`config.mk`:
```
export PLATFORM = sky130hd
export DESIGN_NAME = ov7670_stream_gen
export DESIGN_NICKNAME = d
export VERILOG_FILES = /design/src/rtl/ov7670_stream_gen.sv
export SDC_FILE = /design/constraint.sdc
export NUM_CORES = 1
export LEC_CHECK = 0
export CORE_ASPECT_RATIO = 1.2
export CORE_MARGIN = 2
export CORE_UTILIZATION = 49
export DETAILED_ROUTE_END_ITERATION = 7
export GPL_TIMING_DRIVEN = 0
export PLACE_DENSITY = 0.71
export SLEW_MARGIN = 30
export SYNTH_ARGS = -nofsm -noshare
export SYNTH_HDL_FRONTEND = slang
export SYNTH_SLANG_ARGS = --single-unit
```
`constraint.sdc`:
```
create_clock -name aclk -period 5 [get_ports aclk]
set_input_delay 1 -clock aclk [delete_from_list [all_inputs] [get_ports aclk]]
set_output_delay 1 -clock aclk [all_outputs]
set_load 0.005 [all_outputs]
```
`src/rtl/ov7670_stream_gen.sv`:
```
// OV7670 sensor-pin emulator: PCLK/VSYNC/HREF/D with QVGA RGB565 test patterns.
// Optional per-frame CRC-16-CCITT over HREF bytes when OV7670_GEN_CRC_EN is defined.
module ov7670_stream_gen #(
  parameter int H_ACTIVE    = 320,
  parameter int V_ACTIVE    = 240,
  parameter int H_BLANK     = 144,
  parameter int VSYNC_LINES = 3,
  parameter int V_BP        = 17,
  parameter int V_FP        = 10
) (
  input  logic        aclk,
  input  logic        areset,
  input  logic        enable,
  input  logic [1:0]  pattern_sel,
  input  logic [15:0] solid_rgb,
  output logic        ov_pclk,
  output logic        ov_vsync,
  output logic        ov_href,
  output logic [7:0]  ov_d,
  output logic        busy,
  output logic        frame_done,
  output logic [15:0] frame_count,
  output logic [15:0] crc_out
);
  localparam logic [15:0] SLOT_LAST  = 16'(2*H_ACTIVE + H_BLANK - 1);
  localparam logic [15:0] DATA_SLOTS = 16'(2*H_ACTIVE);
  localparam logic [15:0] BAR_LAST   = 16'(H_ACTIVE/8 - 1);

  typedef enum logic [2:0] {S_IDLE, S_VSYNC, S_VBP, S_ACTIVE, S_VFP} state_t;

  state_t      state_q, state_d, nstate;
  logic [15:0] slot_q, slot_d, nslot;
  logic [15:0] line_q, line_d, nline, line_last;
  logic        pclk_q, pclk_d, en_q, en_d;
  logic [1:0]  pat_q, pat_d;
  logic [15:0] solid_q, solid_d;
  logic        vsync_q, vsync_d, href_q, href_d, busy_q, busy_d, done_q, done_d;
  logic [7:0]  d_q, d_d, lo_q, lo_d;
  logic [15:0] fcnt_q, fcnt_d;
  logic [15:0] x_q, x_d, bar_cnt_q, bar_cnt_d, ramp_q, ramp_d;
  logic [2:0]  bar_idx_q, bar_idx_d;
  logic        start_c, end_frame_c, data_c;
  logic [7:0]  byte_c;
  logic [15:0] cx, cbc, pix_c;
  logic [2:0]  cbi;

  function automatic logic [15:0] bar_color(input logic [2:0] idx);
    case (idx)
      3'd0:    return 16'hFFFF;
      3'd1:    return 16'hFFE0;
      3'd2:    return 16'h07FF;
      3'd3:    return 16'h07E0;
      3'd4:    return 16'hF81F;
      3'd5:    return 16'hF800;
      3'd6:    return 16'h001F;
      default: return 16'h0000;
    endcase
  endfunction

  always_comb begin
    case (state_q)
      S_VSYNC:  line_last = 16'(VSYNC_LINES - 1);
      S_VBP:    line_last = 16'(V_BP - 1);
      S_ACTIVE: line_last = 16'(V_ACTIVE - 1);
      default:  line_last = 16'(V_FP - 1);
    endcase
  end

  always_comb begin
    state_d = state_q;  slot_d = slot_q;  line_d = line_q;
    pclk_d = ~pclk_q;
    en_d = pclk_q ? en_q : enable;   // sampled on the edge that raises PCLK
    pat_d = pat_q;  solid_d = solid_q;
    vsync_d = vsync_q;  href_d = href_q;  d_d = d_q;  lo_d = lo_q;
    busy_d = busy_q;  done_d = 1'b0;  fcnt_d = fcnt_q;
    x_d = x_q;  bar_cnt_d = bar_cnt_q;  bar_idx_d = bar_idx_q;  ramp_d = ramp_q;
    nstate = state_q;  nslot = slot_q;  nline = line_q;
    start_c = 1'b0;  end_frame_c = 1'b0;  data_c = 1'b0;  byte_c = 8'h00;
    cx = x_q;  cbc = bar_cnt_q;  cbi = bar_idx_q;  pix_c = 16'h0000;
    if (pclk_q) begin
      if (state_q == S_IDLE) begin
        start_c = en_q;
      end else if (slot_q == SLOT_LAST) begin
        nslot = 16'h0000;
        if (line_q == line_last) begin
          nline = 16'h0000;
          case (state_q)
            S_VSYNC:  nstate = S_VBP;
            S_VBP:    nstate = S_ACTIVE;
            S_ACTIVE: nstate = S_VFP;
            default: begin
              end_frame_c = 1'b1;
              nstate      = S_IDLE;
              start_c     = en_q;
            end
          endcase
        end else begin
          nline = line_q + 16'h0001;
        end
      end else begin
        nslot = slot_q + 16'h0001;
      end
      if (start_c) begin
        nstate = S_VSYNC;  nslot = 16'h0000;  nline = 16'h0000;
        pat_d = pattern_sel;  solid_d = solid_rgb;  ramp_d = 16'h0000;
      end
      if (end_frame_c) begin
        done_d = 1'b1;
        fcnt_d = fcnt_q + 16'h0001;
      end
      data_c = (nstate == S_ACTIVE) && (nslot < DATA_SLOTS);
      if (data_c && !nslot[0]) begin
        // line start rewinds the column counters before this pixel is formed
        if (nslot == 16'h0000) begin
          cx = 16'h0000;  cbc = 16'h0000;  cbi = 3'd0;
        end
        case (pat_q)
          2'd0:    pix_c = bar_color(cbi);
          2'd1:    pix_c = ramp_q;
          2'd2:    pix_c = solid_q;
          default: pix_c = {nline[7:0], cx[7:0]} ^ {fcnt_q[7:0], 8'h00};
        endcase
        byte_c = pix_c[15:8];
        lo_d   = pix_c[7:0];
        x_d    = cx + 16'h0001;
        ramp_d = ramp_q + 16'h0001;
        if (cbc == BAR_LAST) begin
          bar_cnt_d = 16'h0000;  bar_idx_d = cbi + 3'd1;
        end else begin
          bar_cnt_d = cbc + 16'h0001;  bar_idx_d = cbi;
        end
      end else if (data_c) begin
        byte_c = lo_q;
      end
      state_d = nstate;  slot_d = nslot;  line_d = nline;
      vsync_d = (nstate == S_VSYNC);
      href_d  = data_c;
      d_d     = byte_c;
      busy_d  = (nstate != S_IDLE);
    end
  end

  always_ff @(posedge aclk or posedge areset) begin
    if (areset) begin
      state_q <= S_IDLE;  slot_q <= '0;  line_q <= '0;
      pclk_q <= 1'b0;  en_q <= 1'b0;  pat_q <= '0;  solid_q <= '0;
      vsync_q <= 1'b0;  href_q <= 1'b0;  d_q <= '0;  lo_q <= '0;
      busy_q <= 1'b0;  done_q <= 1'b0;  fcnt_q <= '0;
      x_q <= '0;  bar_cnt_q <= '0;  bar_idx_q <= '0;  ramp_q <= '0;
    end else begin
      state_q <= state_d;  slot_q <= slot_d;  line_q <= line_d;
      pclk_q <= pclk_d;  en_q <= en_d;  pat_q <= pat_d;  solid_q <= solid_d;
      vsync_q <= vsync_d;  href_q <= href_d;  d_q <= d_d;  lo_q <= lo_d;
      busy_q <= busy_d;  done_q <= done_d;  fcnt_q <= fcnt_d;
      x_q <= x_d;  bar_cnt_q <= bar_cnt_d;  bar_idx_q <= bar_idx_d;  ramp_q <= ramp_d;
    end
  end

`ifdef OV7670_GEN_CRC_EN
  logic [15:0] crc_q, crc_d, crc_out_q, crc_out_d;

  function automatic logic [15:0] crc_step(input logic [15:0] c, input logic [7:0] b);
    logic [15:0] r;
    r = c;
    for (int i = 7; i >= 0; i--) r = (r[15] ^ b[i]) ? ((r << 1) ^ 16'h1021) : (r << 1);
    return r;
  endfunction

  always_comb begin
    crc_d = crc_q;
    crc_out_d = crc_out_q;
    if (end_frame_c) crc_out_d = crc_q;
    if (start_c) crc_d = 16'hFFFF;
    else if (data_c) crc_d = crc_step(crc_q, byte_c);
  end

  always_ff @(posedge aclk or posedge areset) begin
    if (areset) begin
      crc_q <= 16'hFFFF;
      crc_out_q <= '0;
    end else begin
      crc_q <= crc_d;
      crc_out_q <= crc_out_d;
    end
  end

  assign crc_out = crc_out_q;
`else
  assign crc_out = 16'h0000;
`endif

  assign ov_pclk     = pclk_q;
  assign ov_vsync    = vsync_q;
  assign ov_href     = href_q;
  assign ov_d        = d_q;
  assign busy        = busy_q;
  assign frame_done  = done_q;
  assign frame_count = fcnt_q;
endmodule

```
==> results_dict.tcl <==
set metrics [dict create \
    cts_tree "done" \
    avgSynthCellArea_um2 8.79 \
    r2r.worst_path.cells 19 \
    vias_per_cell 5.94 \
    timing.rr.start "slot_q[1]" \
    slew_headroom_pct 45.9 \
    setup_viol 0 \
    dpl.hpwl_mm 15.2 \
    start_util_pct 50.1 \
    grt_pass1_wl_mm 35.1 \
    multiInputGateArea_um2 4150 \
    detail-route-antenna-nets 0 \
    cts.path.max_buffers 2 \
    antennaDiodeCount 0 \
    cts.sink_count 134 \
    power.density_nw_per_um2 352 \
    final_util_pct 60.0 \
    fillers 1376 \
    drt_wl_total_mm 21.4 \
    cp.arrival_ns 4.96 \
    vias 7135 \
    syn2layout_area_growth_pct 19.7 \
    numPlacedInstances 1165 \
    async_flop_share_pct 100 \
    hp-class "flop to flop" \
    cpPeakStageDelay_ns 0.46 \
    crit_family "simple AND/OR/NAND/NOR gates" \
    crit_start "slot_q[1]" \
    netlist_top_cells_area "dfrtp_1 (43%), nand2_1 (5.5%), o21ai_0 (4.6%)" \
    drive_gt1_share_pct 11.7 \
    peakVddDrop_v 0.000232 \
    num-nets-final 1009 \
    crit_fanout 10 \
    place.gp.congestion 0.893 \
    antenna_found_initial 0 \
    cp.depth 19 \
    synthCells 892 \
    crit_path_start_kind "flop" \
    critical_path_class "flop to flop" \
    synthDistinctLibCells 70 \
    fmax_mhz 215 \
    hold_violations 0 \
    cts_buffers 17 \
    die_w_um 119 \
    first_iter_violations 588 \
    root_buffer "clkbuf_16" \
    worstSetupEndpoint "bar_cnt_q[14]" \
    reg2reg_slack_ns 0.35 \
    h-tree-depth 4 \
    core_area_um2 15600 \
    clkLatencyLatePin_ns 0.43 \
    crit_slowest_cell "dfrtp_1" \
    synth.most_common_cell "dfrtp_1" \
    power.leakage_nw 4.08 \
    worst_pin_slew_ns 0.807 \
    grtUsageTotal_pct 26.1 \
    critPathBufInv 1 \
    synth-edff-count 0 \
    synth_top_cell_area_share_pct 42.8 \
    r2r-end "bar_cnt_q[14]" \
    crit_path_end_kind "flop" \
    synth_seq_cells 134 \
    grt_max_degree 74 \
    hold_start "frame_count[15]" \
    ioPinCount 66 \
    period_needed_ns 4.65 \
    synthTopCellsByCount "dfrtp_1 (134), nand2_1 (114), o21ai_0 (72)" \
    numPortBuffers 49 \
    overflow 0 \
    finalCritPeriodShare_pct 93.1 \
    synth_ff_type "dfrtp_1" \
    synthesis.area_um2 7840 \
    firstDrtPassIters 5 \
    drc 0 \
    yosysWarningCount 0 \
    cp_cell_sequence "ha_1 > nand3_1 > nor4_4 > and3_1 > mux2i_1 > o21a_1 > a211o_1 > buf_2 > and2_1 > ha_1 > and3_1 > and3_1 > and3_1 > and3_1 > and3_1 > nand3_1 > a21oi_1 > nand2b_1 > o31ai_1" \
    dieHeight_um 143 \
    slew_violations 0 \
    layoutNonFillerInstCount 1202 \
    cpMostUsedCell "and3_1" \
    setup_tns_ns 0 \
    grt_pass1_vias 6720 \
    ys_seq_area_share_pct 42.8 \
    outcome "finished clean" \
    wl_per_cell_um 17.8 \
    yosysTopAreaCell "dfrtp_1" \
    design.die.area_um2 17000 \
    clock_skew_ns 0.00740 \
    register_area_um2 3350 \
    clk_pin_slew_ns 0.06 \
    rows 50 \
    crit_required_ns 5.30 \
    drv_cap 0 \
]
[timing repair]
action	CTS	global route
hold buffers	0	0
setup endpoints to repair	0	2
gates resized for setup	0	4
setup buffers	0	5
[worst min-delay path by stage]
stage	slack, ns	to	depth (start not counted)
CTS	0.47	lo_q[5]	2
global route	0.50	frame_count[15]	1
finish	0.47	frame_count[15]	1
detailed placement	0.46	lo_q[5]	2
global placement	0.46	lo_q[5]	2
floorplan	0.43	lo_q[5]	2
[power breakdown]
group	total (W)	internal, W	switching (W)
sequential	0.00122	0.00116	0.0000582
combinational	0.000731	0.000285	0.000447
clock	0.00136	0.000855	0.000504
total	0.00331	0.00230	0.00101
[worst reg2reg max path, cell delays in order (launching register included)]
cell and delay (ns):
dfrtp_1 0.46, ha_1 0.34, nand3_1 0.21, nor4_4 0.41
and3_1 0.27, mux2i_1 0.24, o21a_1 0.19, a211o_1 0.26
buf_2 0.29, and2_1 0.16, ha_1 0.21, and3_1 0.21
and3_1 0.20, and3_1 0.21, and3_1 0.20, and3_1 0.21
nand3_1 0.11, a21oi_1 0.14, nand2b_1 0.11, o31ai_1 0.08
[registers in the layout, summed over array words and instances, names as in the netlist]
name / count
frame_done: 1
pat_q: 2
state_q: 3
x_q: 8
ramp_q: 16
frame_count: 16
bar_cnt_q: 16
busy: 1
line_q: 16
slot_q: 16
ov_href: 1
bar_idx_q: 3
solid_q: 16
en_q: 1
lo_q: 8
ov_d: 8
ov_vsync: 1
ov_pclk: 1
[cell type report]
class                      instances  area share [%]
inverter                          25            1.08
sequential                       134            35.7
multi-input combinational        685            44.2
clock inverter                    13            2.07
tap                              208            2.77
buffer                            63            3.57
clock buffer                      19            4.72
timing repair buffer              55            5.92
[layout by cell type (no fill, tap or decap), drive strengths merged, types with 6 or more instances in the layout]
| master | synthesis | routed |
|---|---|---|
| buf | 40 | 46 |
| mux2 | 18 | 18 |
| a31oi | 10 | 10 |
| a21oi | 28 | 28 |
| nand2 | 116 | 116 |
| and2 | 8 | 8 |
| o211ai | 13 | 13 |
| nor2 | 61 | 61 |
| xnor2 | 26 | 26 |
| nand2b | 17 | 17 |
| nor2b | 6 | 6 |
| clkdlybuf4s50 | 0 | 49 |
| inv | 25 | 29 |
| ha | 7 | 7 |
| nand3 | 35 | 35 |
| o21ai | 115 | 115 |
| nor4 | 11 | 11 |
| mux2i | 9 | 9 |
| xor2 | 10 | 10 |
| dfrtp | 134 | 134 |
| o31ai | 18 | 18 |
| or3 | 6 | 6 |
| nor3 | 25 | 25 |
| conb | 1 | 16 |
| nand4 | 15 | 15 |
| clkbuf | 23 | 42 |
| and3 | 43 | 43 |
[logic make-up after synthesis]
group                    after synthesis  synth area share (%)
AO/OA/AOI/OAI                        241                  19.5
XOR/XNOR                              36                  4.02
adder cells (fa/ha/maj)                7                  1.12
buffers and inverters                 88                  5.47
flip-flops                           134                  42.8
multiplexers                          27                  3.73
other                                  1                0.0478
AND/OR/NAND/NOR                      358                  23.3
[metal layers]
layer | GRT usage [%] | up-vias | part of all wire (%)
met4 | 12.2 | 0 | 3.1
met5 | 0 | - | 0
met3 | 4.45 | 50 | 4.7
li1 | - | 3393 | -
met2 | 42.0 | 238 | 48
met1 | 34.6 | 3454 | 44
[through the flow]
stage                     setup slack (ns)  hold WS, ns  area [um^2]  power [W]
after detailed placement             0.200        0.459         8680    0.00193
after CTS                            0.179        0.472         9320    0.00329
after global placement               -1.61        0.457         8650    0.00192
final                                0.346        0.469         9390    0.00331
after floorplan                      0.417        0.433         7900    0.00173
after global routing              -0.00345        0.497         9390    0.00345
Note: power is estimated with default switching activity, not from simulation.
